--- src/rtl/vanilla_remote_load_wb_sched.sv ---
`default_nettype none
// ============================================================================
// Module   : vanilla_remote_load_wb_sched
// Summary  : Buffers returned remote load responses in two independent FIFOs
//            (int RF and float RF). Each FIFO presents its head as a writeback
//            request. A per-channel stall counter raises a force flag once a
//            head has waited stall_threshold_p cycles without being consumed.
// Revision : 1.0 - initial release
// ============================================================================
module vanilla_remote_load_wb_sched #(
    parameter int data_width_p      = 32,
    parameter int reg_addr_width_p  = 5,
    parameter int fifo_els_p        = 2,
    parameter int stall_threshold_p = 15
) (
    input  logic                        clk_i,
    input  logic                        reset_n_i,

    input  logic                        in_v_i,
    input  logic                        in_float_i,
    input  logic [reg_addr_width_p-1:0] in_rd_i,
    input  logic [data_width_p-1:0]     in_data_i,
    output logic                        in_ready_o,

    output logic                        int_v_o,
    output logic [reg_addr_width_p-1:0] int_rd_o,
    output logic [data_width_p-1:0]     int_data_o,
    output logic                        int_force_o,
    input  logic                        int_yumi_i,

    output logic                        float_v_o,
    output logic [reg_addr_width_p-1:0] float_rd_o,
    output logic [data_width_p-1:0]     float_data_o,
    output logic                        float_force_o,
    input  logic                        float_yumi_i
);

    localparam int c_ptr_w   = (fifo_els_p > 1) ? $clog2(fifo_els_p) : 1;
    localparam int c_cnt_w   = $clog2(fifo_els_p + 1);
    localparam int c_stall_w = (stall_threshold_p > 0) ? $clog2(stall_threshold_p + 1) : 1;
    localparam int c_entry_w = reg_addr_width_p + data_width_p;

    localparam logic [c_ptr_w-1:0]   c_last_ptr  = c_ptr_w'(fifo_els_p - 1);
    localparam logic [c_cnt_w-1:0]   c_full_cnt  = c_cnt_w'(fifo_els_p);
    localparam logic [c_stall_w-1:0] c_stall_max = c_stall_w'(stall_threshold_p);

    // Channel index 0 is the int RF, channel index 1 is the float RF.
    logic                        w_full  [2];
    logic                        w_v     [2];
    logic                        w_force [2];
    logic                        w_yumi  [2];
    logic [reg_addr_width_p-1:0] w_rd    [2];
    logic [data_width_p-1:0]     w_data  [2];

    assign w_yumi[0] = int_yumi_i;
    assign w_yumi[1] = float_yumi_i;

    // Ready depends only on the FIFO the offered response targets.
    assign in_ready_o = in_float_i ? ~w_full[1] : ~w_full[0];

    assign int_v_o       = w_v[0];
    assign int_rd_o      = w_rd[0];
    assign int_data_o    = w_data[0];
    assign int_force_o   = w_force[0];
    assign float_v_o     = w_v[1];
    assign float_rd_o    = w_rd[1];
    assign float_data_o  = w_data[1];
    assign float_force_o = w_force[1];

    for (genvar gi = 0; gi < 2; gi++) begin : g_chan
        logic [c_entry_w-1:0] r_mem [fifo_els_p];
        logic [c_ptr_w-1:0]   r_wr_ptr;
        logic [c_ptr_w-1:0]   r_rd_ptr;
        logic [c_cnt_w-1:0]   r_count;
        logic [c_stall_w-1:0] r_stall;
        logic                 w_sel;
        logic                 w_empty;
        logic                 w_enq;
        logic                 w_deq;

        assign w_sel    = (gi == 1) ? in_float_i : ~in_float_i;
        assign w_empty  = (r_count == '0);
        assign w_full[gi] = (r_count == c_full_cnt);
        // A full FIFO refuses input even if it is draining this cycle.
        assign w_enq    = in_v_i & w_sel & ~w_full[gi];
        // Yumi on an empty FIFO is ignored so the count cannot underflow.
        assign w_deq    = w_yumi[gi] & ~w_empty;

        // Pointer and occupancy bookkeeping; pointers wrap at fifo_els_p.
        always_ff @(posedge clk_i or negedge reset_n_i) begin
            if (!reset_n_i) begin
                r_wr_ptr <= '0;
                r_rd_ptr <= '0;
                r_count  <= '0;
            end else begin
                if (w_enq) begin
                    r_wr_ptr <= (r_wr_ptr == c_last_ptr) ? '0 : r_wr_ptr + 1'b1;
                end
                if (w_deq) begin
                    r_rd_ptr <= (r_rd_ptr == c_last_ptr) ? '0 : r_rd_ptr + 1'b1;
                end
                case ({w_enq, w_deq})
                    2'b10:   r_count <= r_count + 1'b1;
                    2'b01:   r_count <= r_count - 1'b1;
                    default: r_count <= r_count;
                endcase
            end
        end

        // Head wait counter: restarts on consume, idles at 0 when empty, saturates.
        always_ff @(posedge clk_i or negedge reset_n_i) begin
            if (!reset_n_i) begin
                r_stall <= '0;
            end else if (w_deq || w_empty) begin
                r_stall <= '0;
            end else if (r_stall != c_stall_max) begin
                r_stall <= r_stall + 1'b1;
            end
        end

        // Entry storage; contents are qualified by occupancy so no reset is needed.
        always_ff @(posedge clk_i) begin
            if (w_enq) begin
                r_mem[r_wr_ptr] <= {in_rd_i, in_data_i};
            end
        end

        assign w_v[gi]              = ~w_empty;
        assign {w_rd[gi], w_data[gi]} = r_mem[r_rd_ptr];
        assign w_force[gi]          = ~w_empty & (r_stall == c_stall_max);
    end

endmodule
`default_nettype wire

--- config.mk ---
export PLATFORM = sky130hd
export DESIGN_NAME = vanilla_remote_load_wb_sched
export DESIGN_NICKNAME = d
export VERILOG_FILES = /design/src/rtl/vanilla_remote_load_wb_sched.sv
export SDC_FILE = /design/constraint.sdc
export NUM_CORES = 1
export LEC_CHECK = 0
export CAP_MARGIN = 20
export CELL_PAD_IN_SITES_DETAIL_PLACEMENT = 1
export CELL_PAD_IN_SITES_GLOBAL_PLACEMENT = 1
export CORE_MARGIN = 3
export CORE_UTILIZATION = 47
export DETAILED_ROUTE_END_ITERATION = 10
export PLACE_DENSITY = 0.85
export SLEW_MARGIN = 20
export SYNTH_ARGS = -nofsm -noshare
export SYNTH_HDL_FRONTEND = slang
export SYNTH_SLANG_ARGS = --single-unit
--- constraint.sdc ---
create_clock -name clk_i -period 5.1 [get_ports clk_i]
set_input_delay 0.765 -clock clk_i [delete_from_list [all_inputs] [get_ports clk_i]]
set_output_delay 0.765 -clock clk_i [all_outputs]
set_load 0.05 [all_outputs]
**Word-level counts from Yosys, hierarchy flattened**

Memory sizes are Yosys's and may differ from the RTL's.
Cells that the tools add are included.

- Memories kept: 2
- Logic and storage cells: 66
- Register bits: 16
- Bits in writable memories: 148

Memory list:

| memory | depth | width | rd ports | clocked after memory_dff | wr ports | RTL line | source |
|---|---|---|---|---|---|---|---|
| g_chan[0].r_mem | 2 | 37 | 1 | 0 | 1 | 71 | `logic [c_entry_w-1:0] r_mem [fifo_els_p];` |
| g_chan[1].r_mem | 2 | 37 | 1 | 0 | 1 | 71 |  |

- $add $sub $neg: 10
- Bitwise operators: 13
- Mux-type cells: 15
- Reduce and logical (&&, ||, !) cells: 8
- Equality and inequality tests: 10

Operators by type and width:

| kind | number |
|---|---|
| two-way mux 4 bit | 4 |
| two-way mux 1 bit | 9 |
| adder 4 x 1 -> 4 bit (second input constant) | 2 |
| AND 1 bit | 8 |
| equality test 2 bit (second input constant) | 4 |
| equality test 4 bit (second input constant) | 2 |
| != test 4 bit (second input constant) | 2 |
| case mux 2 bit (2 select lines) | 2 |
| nonzero test 2 bit | 4 |
| NOT 1 bit | 5 |
| adder 1 bit (second input constant) | 4 |
| adder 2 x 1 -> 2 bit (second input constant) | 2 |
| equality test 2 x 1 -> 1 bit (second input constant) | 2 |
| logical NOT 2 bit | 2 |
| subtractor 2 x 1 -> 2 bit (second input constant) | 2 |
| logical OR 1 bit | 2 |

**Depth between registers and ports, before layout**

Gate-level depths: netlist (run 1).

- Word-level depth: 5
- Depth in mapped cells: 6
- Depth with buffers taken out: 6

**Worst setup path after synthesis (run 1)**

No wires, ideal clock.

- Path type: in2reg
- Start: in in_float_i
- End: mem g_chan[0].r_mem[0][0] (netlist name), enable pin
- Data required time: 4.669 ns
- Arrival: 2.582 ns
- Path slack: 2.087 ns
- Stages on the path: 2
- Path buffers: 0
- Cells stage by stage: nand3b_2 -> nor2_1

- Longest elaborated chain between the ends: 5

RTL lines:

| what | RTL line | source |
|---|---|---|
| start: declaration | 20 | `input logic in_float_i,` |
| NOT 1 bit | n/a |  |
| AND 1 bit (2 in a row) | 85 | `assign w_enq = in_v_i & w_sel & ~w_full[gi];` |
| two-way mux 1 bit | 123 | `if (w_enq) begin` |
| two-way mux 1 bit (not written as such) | 124 | `r_mem[r_wr_ptr] <= {in_rd_i, in_data_i};` |
| end: declaration | 71 |  |

No other way between the ends.

**Worst setup path in the final report (run 1)**

- Start: reg g_chan[1].r_rd_ptr
- End: out float_data_o[5]

- Longest elaborated chain between the ends: 1

RTL lines:

| what | RTL line | source |
|---|---|---|
| start: declaration | 73 | `logic [c_ptr_w-1:0] r_rd_ptr;` |
| start signal: assignment | 100 | `r_rd_ptr <= (r_rd_ptr == c_last_ptr) ? '0 : r_rd_ptr + 1'b1;` |
| memory (2 x 37 bit) | n/a |  |
| end: declaration | 33 | `output logic [data_width_p-1:0] float_data_o,` |

No other way between the ends.

==> run_results.csv, run 1 <==
group,metric,value,unit
finish,design_area,8242,µm²
finish,stdcell_count,629,
floorplan,die_h,120.7,µm
sta,min_period_over_period,66.92,%
pwr,p_leak,0.002843,µW
worst_setup_path,end_kind,"output pin",
worst_setup_path,crit_buf_inv,1,
placement,hpwl,8.576,mm
logic_synthesis,yosysSeqAreaShare,78.29,%
sta,tightest_slew,1.015,ns
placement,gp_congestion,0.7002,
worst_setup_path,crit_family,"flip-flops",
routing,vias,3248,
cts,clkSlewWorstSetupHoldPaths,0.06,ns
worst_setup_path,start_kind,"flop",
global_route,grt_max_degree,39,
routing,ant_nets,0,
global_route,grt_pass1_vias,3695,
logic_synthesis,netlist_instances,309,
pwr,ir_drop,0.2993,mV
floorplan,io_pins,122,
global_route,grt_pass1_wl,21.83,mm
worst_setup_path,arrival,2.65,ns
worst_setup_path,path_max_fanout,38,
cts,cts.sinks,164,
floorplan,dieArea,14580,µm²
logic_synthesis,synth.avg_cell_area,20.03,µm²
finish,drive_gt1_share,26.04,%
cts,cts_max_path_buffers,2,
worst_setup_path,cpPeakStageDelay,1.03,ns
placement,io_buffers,121,
global_route,antenna_found_initial,0,
routing,remaining_drc_errors,0,
logic_synthesis,synth-warning-count,0,
worst_setup_path,crit_required,4.34,ns
cts,clock_latency,0.42,ns
sta,hold_viol_final,0,
routing,wirelength,14.25,mm
floorplan,core-area,12720,µm²
logic_synthesis,synth_edf_count,148,
cts,post_cts_buffers,0,
logic_synthesis,async_flop_share,9.756,%
floorplan,die_x,120.7,µm
cts,cts_root_buf,"clkbuf_16",
pwr,p_per_area,630.6,nW/µm²
sta,slew_violations,0,
worst_setup_path,crit_chain,"mux2_2, clkdlybuf4s50_1",
floorplan,rows,41,
cts,ctsResizeCount,0,
routing,drt_iter0_drc,250,
routing,wl_per_cell,22.65,µm
placement,placedInstanceArea,7600,µm²
finish,antenna_cells,0,
floorplan,start_util,48.64,%
logic_synthesis,synth_fp_nets,356,
finish,fill_cells,1130,
sta,tns,0,ns
sta,grt_setup_unrepaired,"no",
cts,ctsHoldBuffers,0,
logic_synthesis,synth_cell_types,25,
worst_hold_path,hp-class,"flop to flop",
global_route,overflow,0,
placement,placedCellCount,598,
finish,fin_nets,492,
logic_synthesis,synth_area,6188,µm²
run,cap_violations,0,
worst_setup_path,crit_slowest_cell,"dfrtp_2",
logic_synthesis,ys.flop_type,"edfxtp_1",
sta,setup_viol,0,
global_route,track_usage,20.60,%
cts,cts_inserted_buffers,17,
finish,area_growth,33.18,%
status,status,"completed",
sta,slew_headroom,32.32,%
logic_synthesis,ys_ff_latch,164,
sta,period_needed,3.413,ns
sta,fmax,0.2930,GHz
cts,cts_tree,"yes",
worst_setup_path,crit_type,"flop to output pin",
cts,htreeDepth,4,
routing,dr.pass1.iters,4,
sta,finClkSkew,0.006876,ns
routing,via_per_inst,5.164,
-- state kept, by name, indices dropped and copies added, names as in the netlist --
register	flops
g_chan.r_mem	148
g_chan.r_count	4
g_chan.r_stall	8
g_chan.r_wr_ptr	2
g_chan.r_rd_ptr	2
-- layout make-up --
cell class	count	area (µm²)	area share (%)
multi-input combinational	133	1281	15.55
sequential	164	4847	58.81
inverter	4	15.01	0.1822
clock buffer	18	429.2	5.207
tap	172	215.2	2.611
timing repair buffer	125	1241	15.06
clock inverter	13	212.7	2.581
-- cells in the mapped netlist, types with 3 or more instances --
cell      number  area [µm²]
dfrtp_1       16       400.4
xor2_1         4       35.03
buf_6          6       67.56
inv_1          4       15.01
xnor2_1        8       70.07
edfxtp_1     148        4444
ha_1           4       50.05
mux2_1         5       56.30
mux2_2        70       788.3
nor2_1        16       60.06
nor3_2         3       30.03
nand3_1        4       20.02
-- routing by layer --
| metal | wire (µm) | global-route usage [%] |
|---|---|---|
| met1 | 5740 | 24.46 |
| met5 | 0 | 0 |
| met3 | 947 | 7.016 |
| met4 | 226 | 6.941 |
| met2 | 7334 | 35.24 |
-- cells in the final DEF, fill, tap and decap left out, types with 2 or more instances in the layout --
cell / count
clkdlybuf4s50_1: 121
bufinv_16: 6
dfrtp_2: 2
nand3_1: 4
buf_4: 4
a31oi_1: 2
mux2i_1: 2
or2_4: 2
xor2_1: 4
nor3b_1: 2
nor2_2: 2
mux2_2: 70
mux2_1: 5
nand2_1: 2
nor2_1: 12
nor3_2: 3
dfrtp_1: 14
inv_1: 4
clkinv_2: 5
nand2b_1: 2
edfxtp_1: 148
clkinv_1: 2
ha_1: 4
xnor2_1: 8
clkbuf_16: 17
nor2_4: 4
-- final timing paths --
kind	from	end	slack, ns	cells after the start
max in group asynchronous	reset_n_i	g_chan[1].r_rd_ptr	3.79	1
worst max register to register	g_chan[0].r_count[0]	g_chan[0].r_mem[0][17]	2.94	4
worst max-delay path	g_chan[1].r_rd_ptr	float_data_o[5]	1.69	2
worst min-delay path	g_chan[0].r_count[1]	g_chan[0].r_count[1]	0.53	1
worst min register to register	g_chan[0].r_count[1]	g_chan[0].r_count[1]	0.53	1
min in group asynchronous	reset_n_i	g_chan[0].r_stall[1]	0.79	1
-- report_power, final --
group	leakage (µW)	switching (µW)	internal [µW]	total, µW
clock network	0.000318	482	906	1390
registers	0.00155	222	1680	1900
logic	0.000973	1190	718	1900
-- cell families (layout without fill, tap and decap cells) --
group | count (synthesis) | in the layout | synth area share [%]
flip-flops | 164 | 164 | 78.29
multiplexers | 77 | 77 | 13.97
AND/OR/NAND/NOR | 38 | 38 | 3.538
XOR/XNOR | 12 | 12 | 1.698
buffers and inverters | 12 | 160 | 1.496
adder cells (fa/ha/maj) | 4 | 4 | 0.8088
AO/OA/AOI/OAI | 2 | 2 | 0.2022
-- per-stage QoR --
step | worst slack (ns) | total power [µW] | utilization (%) | hold WS (ns)
2_1_floorplan | 2.087 | 3209 | - | 0.4675
3_3_place_gp | 2.021 | 3788 | 59.74 | 0.5015
3_5_place_dp | 2.027 | 3831 | 59.74 | 0.5194
4_1_cts | 1.632 | 5246 | 64.78 | 0.5249
5_1_grt | 1.570 | 5397 | 64.78 | 0.5468
6_report | 1.687 | 5197 | 64.78 | 0.5260
Note: power is estimated with default switching activity, not from simulation.
==> inputs of run 2 (changes only) <==
Settings changed: CORE_UTILIZATION 47 to 39, PLACE_DENSITY 0.85 to 0.75.
Clock period 5.1 ns to 3 ns, I/O delays scaled along.
==> run_results.csv, run 2 (synthesized netlist as in run 1, its figures left out) <==
group,metric,value,unit
status,status,"completed",
finish,largest_registers,"g_chan.r_mem: 148 flops, g_chan.r_stall: 8 flops, g_chan.r_count: 4 flops",
global_route,grt_max_degree,38,
finish,drive_gt1_share,26.51,%
finish,final_cell_mix,"edfxtp_1, clkdlybuf4s50_1, mux2_2, clkbuf_16, dfrtp_1",
cts,htreeDepth,4,
finish,largest_reg_flops,148,
cts,clkSlewWorstSetupHoldPaths,0.06,ns
sta,slew_headroom,47.36,%
finish,top_register,"g_chan.r_mem",
global_route,overflow,0,
placement,io_buffers,121,
routing,drt_iter0_drc,134,
pwr,swShare,36.82,%
sta,finClkSkew,0.008175,ns
routing,wirelength,12.93,mm
worst_setup_path,crit_required,2.55,ns
pwr,p_leak,0.002849,µW
pwr,p_int,5458,µW
run,cap_violations,0,
cts,cts_tree,"yes",
pwr,power_frac_clock,24.5,%
floorplan,start_util,40.26,%
worst_setup_path,arrival,2.40,ns
floorplan,rows,45,
finish,area_growth,34.21,%
sta,tns,0,ns
floorplan,core-area,15370,µm²
worst_setup_path,crit_chain,"buf_12, mux2_2, clkdlybuf4s50_1",
floorplan,die_h,132.0,µm
sta,slew_violations,0,
pwr,p_per_area,1040,nW/µm²
worst_setup_path,crit_type,"flop to output pin",
global_route,grt_pass1_vias,3614,
routing,vias,3230,
sta,setup_viol,0,
routing,ant_nets,0,
floorplan,io_pins,122,
finish,antenna_cells,0,
routing,wl_met1,5.519,mm
cts,post_cts_buffers,0,
cts,cts_root_buf,"clkbuf_16",
sta,hold_viol_final,0,
pwr,seqPwrFrac,35.8,%
routing,wl_met3,709,µm
routing,remaining_drc_errors,0,
global_route,grt_pass1_wl,20.36,mm
cts,cts_max_path_buffers,2,
placement,placedInstanceArea,7731,µm²
worst_setup_path,cpPeakStageDelay,0.70,ns
finish,design_area,8305,µm²
pwr,comb_power_share,39.7,%
sta,period_needed,2.846,ns
cts,cts.sinks,164,
routing,dr.pass1.iters,6,
cts,ctsHoldBuffers,0,
routing,maxUsedRoutingLayer,"met4",
floorplan,die_x,132.0,µm
floorplan,dieArea,17410,µm²
pwr,ir_drop,0.5028,mV
cts,ctsResizeCount,0,
sta,tightest_slew,0.7871,ns
routing,met2_length,6.493,mm
worst_setup_path,crit_slowest_cell,"clkdlybuf4s50_1",
routing,wl_per_cell,19.16,µm
finish,fin_nets,498,
worst_hold_path,hp-class,"input port to async pin",
placement,hpwl,8.361,mm
routing,via_per_inst,4.785,
finish,layout_commonest_cell,"edfxtp_1",
global_route,antenna_found_initial,0,
worst_setup_path,path_max_fanout,24,
sta,min_period_over_period,94.87,%
placement,gp_congestion,0.7025,
sta,fmax,0.3514,GHz
cts,clock_latency,0.42,ns
cts,cts_inserted_buffers,17,
worst_setup_path,end_kind,"output pin",
sta,grt_setup_unrepaired,"no",
global_route,track_usage,15.44,%
worst_setup_path,start_kind,"flop",
pwr,p_switching,3181,µW
run 2: power groups by stage:
stage	logic (µW)	clock network [µW]	registers [µW]
3_5_place_dp	3450	0	3150
4_1_cts	3480	2170	3100
3_3_place_gp	3420	0	3120
5_1_grt	3590	2270	3140
2_1_floorplan	2440	0	3010
6_report	3430	2120	3090
run 2: cell type report:
cell class	count	area, µm²
Fill cell	1409	7066
Sequential cell	164	4847
Timing Repair Buffer	131	1324
Multi-Input combinational cell	133	1281
Clock buffer	21	440.4
Tap cell	211	264.0
Clock inverter	11	133.9
Inverter	4	15.01
run 2: critical path: cells and delay by family, from the launching register on:
| family | cells | cell delay [ns] |
|---|---|---|
| buf+inv | 2 | 0.95 |
| flops | 1 | 0.64 |
| mux | 1 | 0.37 |
run 2: metal layers:
metal,up-vias,global-route usage (%)
met2,95,25.97
met1,1645,18.70
li1,1474,-
met3,16,4.542
met4,0,6.301
met5,-,0
run 2: path summary, 6_finish.rpt:
path                                       from                endpoint  slack [ns]  depth (start not counted)
min                                   reset_n_i    g_chan[0].r_stall[1]        0.49                          1
min reg2reg                g_chan[0].r_count[1]    g_chan[0].r_count[1]        0.53                          1
max in group asynchronous             reset_n_i      g_chan[1].r_rd_ptr        1.96                          1
max                          g_chan[1].r_rd_ptr           float_rd_o[4]        0.15                          3
min in group clk_i         g_chan[0].r_count[1]    g_chan[0].r_count[1]        0.53                          1
max reg2reg                g_chan[1].r_count[0]  g_chan[1].r_mem[0][27]        1.24                          4
run 2: through the flow:
step | hold slack (ns) | util [%] | cells | setup WS (ns) | total power (µW)
2_1_floorplan | 0.1544 | - | 309 | 0.3016 | 5454
3_3_place_gp | 0.4992 | 50.30 | 643 | 0.5482 | 6543
3_5_place_dp | 0.5130 | 50.30 | 643 | 0.5341 | 6602
4_1_cts | 0.4977 | 54.03 | 675 | 0.1063 | 8754
5_1_grt | 0.5321 | 54.03 | 675 | 0.06349 | 8998
6_report | 0.4891 | 54.03 | 675 | 0.1540 | 8639
==> inputs of run 3 (changes only) <==
Settings changed: GPL_ROUTABILITY_DRIVEN set to 0.
==> results of run 3 <==
No change in the layout: final DEF, timing and power equal those of run 2.
